File: src/rtl/ifmap_feeder_if.sv
// Pixel-source and IFmap-buffer signal bundle for the IFmap feeder.
// The slave modport is the feeder's view; master is the surrounding environment.
interface ifmap_feeder_if #(
  parameter int IFMAP_BUFFER_WIDTH = 10,
  parameter int DATA_WIDTH         = IFMAP_BUFFER_WIDTH - 2
);
  logic [DATA_WIDTH-1:0]         src_data;
  logic                          src_valid;
  logic                          src_ready;
  logic [IFMAP_BUFFER_WIDTH-1:0] IFmap_buffer_in;
  logic                          IFmap_buffer_write_enable;
  logic                          IFmap_buffer_full;

  modport slave (
    input  src_data, src_valid, IFmap_buffer_full,
    output src_ready, IFmap_buffer_in, IFmap_buffer_write_enable
  );

  modport master (
    output src_data, src_valid, IFmap_buffer_full,
    input  src_ready, IFmap_buffer_in, IFmap_buffer_write_enable
  );
endinterface

File: src/rtl/ifmap_feeder.sv
// Tags a raw pixel stream with row start/end flags and writes it to the CNN IFmap buffer.
// One-entry hold register: accept at edge k, write at edge k+1; buffer-full stalls the source.
module ifmap_feeder #(
  parameter int IFMAP_BUFFER_WIDTH = 10,
  parameter int DATA_WIDTH         = IFMAP_BUFFER_WIDTH - 2,
  parameter int LEN_WIDTH          = 8,
  parameter int ROWS_WIDTH         = 8
) (
  input  logic                  clk,
  input  logic                  reset,
  input  logic                  start,
  input  logic [LEN_WIDTH-1:0]  row_len,
  input  logic [ROWS_WIDTH-1:0] num_rows,
  ifmap_feeder_if.slave         bus,
  output logic                  busy,
  output logic                  done,
  output logic                  cfg_error
);

  typedef enum logic [1:0] {
    IDLE,
    STREAM,
    DRAIN,
    DONE_ST
  } state_t;

  state_t                        state, state_nxt;
  logic [LEN_WIDTH-1:0]          len_q;
  logic [ROWS_WIDTH-1:0]         rows_q;
  logic [LEN_WIDTH-1:0]          col;
  logic [ROWS_WIDTH-1:0]         row;
  logic                          hold_valid;
  logic [IFMAP_BUFFER_WIDTH-1:0] hold_word;

  logic cfg_ok;
  logic last_col;
  logic last_row;
  logic accept;
  logic wr_en;
  logic rdy;

  assign cfg_ok   = (row_len != '0) && (num_rows != '0);
  assign last_col = (col == len_q - LEN_WIDTH'(1));
  assign last_row = (row == rows_q - ROWS_WIDTH'(1));

  // Outputs are gated by reset so an aborted frame never leaks its held word.
  always_comb begin
    rdy       = 1'b0;
    wr_en     = 1'b0;
    accept    = 1'b0;
    busy      = 1'b0;
    done      = 1'b0;
    state_nxt = state;
    if (!reset) begin
      wr_en  = hold_valid && !bus.IFmap_buffer_full;
      rdy    = (state == STREAM) && (!hold_valid || !bus.IFmap_buffer_full);
      accept = bus.src_valid && rdy;
    end
    case (state)
      IDLE: begin
        if (start && cfg_ok) state_nxt = STREAM;
      end
      STREAM: begin
        busy = 1'b1;
        if (accept && last_col && last_row) state_nxt = DRAIN;
      end
      DRAIN: begin
        busy = 1'b1;
        if (!hold_valid) state_nxt = DONE_ST;
      end
      DONE_ST: begin
        done      = 1'b1;
        state_nxt = IDLE;
      end
      default: state_nxt = IDLE;
    endcase
  end

  assign bus.src_ready                 = rdy;
  assign bus.IFmap_buffer_write_enable = wr_en;
  assign bus.IFmap_buffer_in           = hold_word;

  always_ff @(posedge clk) begin
    if (reset) state <= IDLE;
    else       state <= state_nxt;
  end

  always_ff @(posedge clk) begin
    if (reset) begin
      len_q      <= '0;
      rows_q     <= '0;
      col        <= '0;
      row        <= '0;
      hold_valid <= 1'b0;
      hold_word  <= '0;
      cfg_error  <= 1'b0;
    end else begin
      cfg_error <= 1'b0;
      if (state == IDLE && start) begin
        if (cfg_ok) begin
          len_q  <= row_len;
          rows_q <= num_rows;
          col    <= '0;
          row    <= '0;
        end else begin
          cfg_error <= 1'b1;
        end
      end
      // A same-cycle accept overwrites the word being written, keeping one pixel per cycle.
      if (accept) begin
        hold_word  <= {(col == '0), last_col, bus.src_data};
        hold_valid <= 1'b1;
        if (last_col) begin
          col <= '0;
          row <= row + ROWS_WIDTH'(1);
        end else begin
          col <= col + LEN_WIDTH'(1);
        end
      end else if (wr_en) begin
        hold_valid <= 1'b0;
      end
    end
  end

endmodule

File: src/flat_wrapper.sv
// flat-port wrapper written by rule: the top's interface ports become plain ports
module ifmap_feeder_flat 
#(
  parameter int IFMAP_BUFFER_WIDTH = 10,
  parameter int DATA_WIDTH         = IFMAP_BUFFER_WIDTH - 2,
  parameter int LEN_WIDTH          = 8,
  parameter int ROWS_WIDTH         = 8
)
  (clk, reset, start, row_len, num_rows, busy, done, cfg_error, bus_src_data, bus_src_valid, bus_IFmap_buffer_full, bus_src_ready, bus_IFmap_buffer_in, bus_IFmap_buffer_write_enable);
  ifmap_feeder_if #(.IFMAP_BUFFER_WIDTH(IFMAP_BUFFER_WIDTH), .DATA_WIDTH(DATA_WIDTH)) bus_i ();
  input  logic clk;
  input  logic reset;
  input  logic start;
  input  logic [LEN_WIDTH-1:0] row_len;
  input  logic [ROWS_WIDTH-1:0] num_rows;
  output logic busy;
  output logic done;
  output logic cfg_error;
  input wire logic [$bits(bus_i.src_data)-1:0] bus_src_data;
  input wire logic [$bits(bus_i.src_valid)-1:0] bus_src_valid;
  input wire logic [$bits(bus_i.IFmap_buffer_full)-1:0] bus_IFmap_buffer_full;
  output wire logic [$bits(bus_i.src_ready)-1:0] bus_src_ready;
  output wire logic [$bits(bus_i.IFmap_buffer_in)-1:0] bus_IFmap_buffer_in;
  output wire logic [$bits(bus_i.IFmap_buffer_write_enable)-1:0] bus_IFmap_buffer_write_enable;
  assign bus_i.src_data = bus_src_data;
  assign bus_i.src_valid = bus_src_valid;
  assign bus_i.IFmap_buffer_full = bus_IFmap_buffer_full;
  assign bus_src_ready = bus_i.src_ready;
  assign bus_IFmap_buffer_in = bus_i.IFmap_buffer_in;
  assign bus_IFmap_buffer_write_enable = bus_i.IFmap_buffer_write_enable;
  ifmap_feeder #(.IFMAP_BUFFER_WIDTH(IFMAP_BUFFER_WIDTH), .DATA_WIDTH(DATA_WIDTH), .LEN_WIDTH(LEN_WIDTH), .ROWS_WIDTH(ROWS_WIDTH)) u_core (.clk(clk), .reset(reset), .start(start), .row_len(row_len), .num_rows(num_rows), .bus(bus_i), .busy(busy), .done(done), .cfg_error(cfg_error));
endmodule
File: config.mk
export PLATFORM = sky130hd
export DESIGN_NAME = ifmap_feeder_flat
export DESIGN_NICKNAME = d
export VERILOG_FILES = /design/src/rtl/ifmap_feeder_if.sv /design/src/rtl/ifmap_feeder.sv /design/src/flat_wrapper.sv
export SDC_FILE = /design/constraint.sdc
export NUM_CORES = 1
export LEC_CHECK = 0
export ABC_AREA = 1
export CAP_MARGIN = 20
export CORE_ASPECT_RATIO = 1.75
export CORE_UTILIZATION = 49
export CTS_CLUSTER_SIZE = 25
export DETAILED_ROUTE_END_ITERATION = 6
export PLACE_DENSITY_LB_ADDON = 0.08
export SLEW_MARGIN = 5
export SYNTH_ARGS = -nofsm -noshare
export SYNTH_HDL_FRONTEND = slang
export SYNTH_SLANG_ARGS = --single-unit
File: constraint.sdc
create_clock -name clk -period 2.65 [get_ports clk]
set_clock_uncertainty 0.1 [all_clocks]
set_input_delay 0.53 -clock clk [delete_from_list [all_inputs] [get_ports clk]]
set_output_delay 0.53 -clock clk [all_outputs]
set_load 0.02 [all_outputs]
==> metrics.md <==
| Metric | Value |
|---|---|
| First-pass GRT wire length | `10900 um` |
| Clock buffer depth | `2` |
| Drt pass-1 iters | `6` |
| Syn avg cell area | `6.76 um2` |
| Measured slew at the worst slew-check pin | `0.444 ns` |
| Starting Density | `51.7%` |
| Final setup violation count | `0` |
| Resized cells post-CTS | `0` |
| Startpoint Class | `input pin` |
| Post-synth top area share | `35.5%` |
| Syn Inst Count | `384` |
| Area grow syn2layout | `24.0%` |
| Worst path required time | `2.02 ns` |
| Fin crit period | `2.46 ns` |
| Post-CTS Hold Buffers | `0` |
| Vias in the first global route | `2609` |
| TNS Setup | `0 ns` |
| P per Cell Area | `782 nW/um2` |
| Clock Sinks | `46` |
| Arr. time, crit path | `1.83 ns` |
| WL per Instance | `13.0 um` |
| Worst VDD drop | `0.485 mV` |
| Asr flop ratio synth | `0%` |
| Root Driver | `clkbuf_8` |
| Layout Utilization | `64.1%` |
| Yosys reg bits | `46` |
| Global route total overflow | `0` |
| CTS tree | `built` |
| DPL Wire Length | `4900 um` |
| Synthesis Warnings | `0` |
| Top FF cell, synth | `dfxtp_1` |
| Overall die height | `98.3 um` |
| Global Route Usage Sum | `24.7%` |
| Synth Net Count | `423` |
| Post-synth EDFFs | `0` |
| Clk slew on worst S/H paths | `0.08 ns` |
| Final period util | `92.8%` |
| Die ar. | `5600 um2` |
| Top post-synthesis cells by area | `dfxtp_1 35%, nand2_1 14%, nand3_1 7.5%` |
| CTS buffer count | `5` |
| Max FO, Critical Path | `2` |
| Net count, final | `470` |
| DR vias | `2545` |
| Max-slew headroom | `70.1%` |
| Lkg Pwr | `0.00141 uW` |
| Post CTS Setup Buffer Count | `0` |
| Critical path type | `input pin to output pin` |
| Share of cells above drive strength 1 | `6.94%` |
| Number of port buffers | `43` |
| Seq/Total Area, Yosys | `35.5%` |
| RSZ-0062 raised after global routing | `false` |
| Top Ports | `44` |
| Failing checks | `design-rule violations` |
| Crit path capture type | `output pin` |
| Final estimated routing congestion in global placement | `0.861` |
| Initial DRC Count | `72` |
| Vias per cell | `5.24` |
| Largest net degree at the start of global routing | `36` |
| Slew Viols, Final | `0` |
| Worst-skew pair later-pin latency | `0.30 ns` |
| FMAX | `407 MHz` |
| Final Hold Violating Endpoints | `0` |
| MaxCap Viol Count | `0` |
| Initial antenna violation count | `0` |
| DRC Markers | `1` |
| Worst hold path class | `flip-flop to flip-flop` |
| Dominant cell type by area after synthesis | `dfxtp_1` |
| Post-route ant nets | `0` |
| Status | `finished, violations left` |
| Core Rows | `34` |
| Die X | `57.0 um` |
| Mapped Area | `2590 um2` |
| Final WL | `6330 um` |
| Ant. Diodes | `0` |
| Yosys cell types | `30` |
| H-tree depth | `2` |
| Core ar. | `5020 um2` |
metrics by stage:
step                area, um2  cells  worst slack, ns  power (uW)  hold slack (ns)
floorplan                2590    384            0.693        1660            0.348
global placement         3110    478            0.204        1990            0.350
detailed placement       3110    478            0.195        2010            0.359
CTS                      3220    486            0.193        2540            0.371
global route             3220    486           0.0877        2730            0.399
finish                   3220    486            0.191        2520            0.366
cells in the mapped netlist, drive strengths merged, types with 2 or more instances:
cell type / instances
inv: 48
nand2: 98
nand3: 41
nand4: 3
dfxtp: 46
nor3: 7
nor2: 35
clkbuf: 8
xor2: 15
o21ai: 30
a21oi: 29
buf: 2
xnor2: 2
nor4: 4
ha: 10
routing by layer:
layer  vias to the layer above  share of wire, %  wire length (um)  track usage (%)
met3                        17               2.0               126             3.84
met5                         -                 0                 0                0
li1                       1331                 -                 -                -
met4                         0               2.6               162             10.1
met2                        30                57              3630             50.1
met1                      1167                38              2410             23.2
state kept, by name, indices dropped and copies added (netlist names):
register and count:
u_core.bus.IFmap_buffer_in 10, u_core.col 8, u_core.len_q 8, u_core.row 8
u_core.rows_q 8, u_core.state 2, u_core.cfg_error 1, u_core.hold_valid 1
placed cells by master, fill, tap and decap left out, types with 4 or more instances in the layout:
cell,netlist,routed
o21ai_0,27,27
ha_1,10,10
nor3_1,7,7
nor2_1,31,31
buf_4,0,6
a21oi_1,28,28
dfxtp_1,46,46
xor2_1,15,15
nand3_1,39,39
nor4_1,4,4
clkbuf_8,0,5
clkdlybuf4s50_1,0,43
inv_1,45,45
nand2_1,96,96
report_power, final:
part | total (uW) | leakage [uW] | switching, uW | internal (uW)
Combinational | 1110 | 0.000982 | 654 | 453
Clock | 522 | 0.0000524 | 239 | 282
Sequential | 888 | 0.000375 | 92.3 | 796
area by class of cell:
class | instances | area, um2
Clock inverter | 1 | 30.0
Inverter | 48 | 180
Clock buffer | 7 | 76.3
Timing Repair Buffer | 50 | 495
Tap cell | 54 | 67.6
Fill cell | 481 | 1800
Sequential cell | 46 | 921
Multi-Input combinational cell | 280 | 1450
cells by family after synthesis:
group / Yosys count / synth area share, %
compound gates: 64 / 13.6
flops: 46 / 35.5
buf+inv: 58 / 8.73
fa+ha+maj: 10 / 4.82
xor+xnor: 17 / 5.74
simple gates: 189 / 31.6
critical path, cell delays in order:
cell and delay, ns:
clkdlybuf4s50_1 0.42, nand2_1 0.09, nand2_1 0.05, nor2_1 0.12
clkdlybuf4s50_1 0.62
worst paths after layout:
kind | start | end | slack [ns] | cells after the start
hold reg to reg | u_core.bus.IFmap_buffer_in[2]$_SDFFE_PP0P_ | u_core.bus.IFmap_buffer_in[2]$_SDFFE_PP0P_ | 0.37 | 2
hold / removal | u_core.bus.IFmap_buffer_in[2]$_SDFFE_PP0P_ | u_core.bus.IFmap_buffer_in[2]$_SDFFE_PP0P_ | 0.37 | 2
setup reg to reg | u_core.len_q[0]$_SDFFE_PP0P_ | u_core.state[0]$_SDFFE_PP0P_ | 0.33 | 14
setup / recovery | bus_IFmap_buffer_full | bus_src_ready | 0.19 | 5
Power figures use the tool's default switching activity.
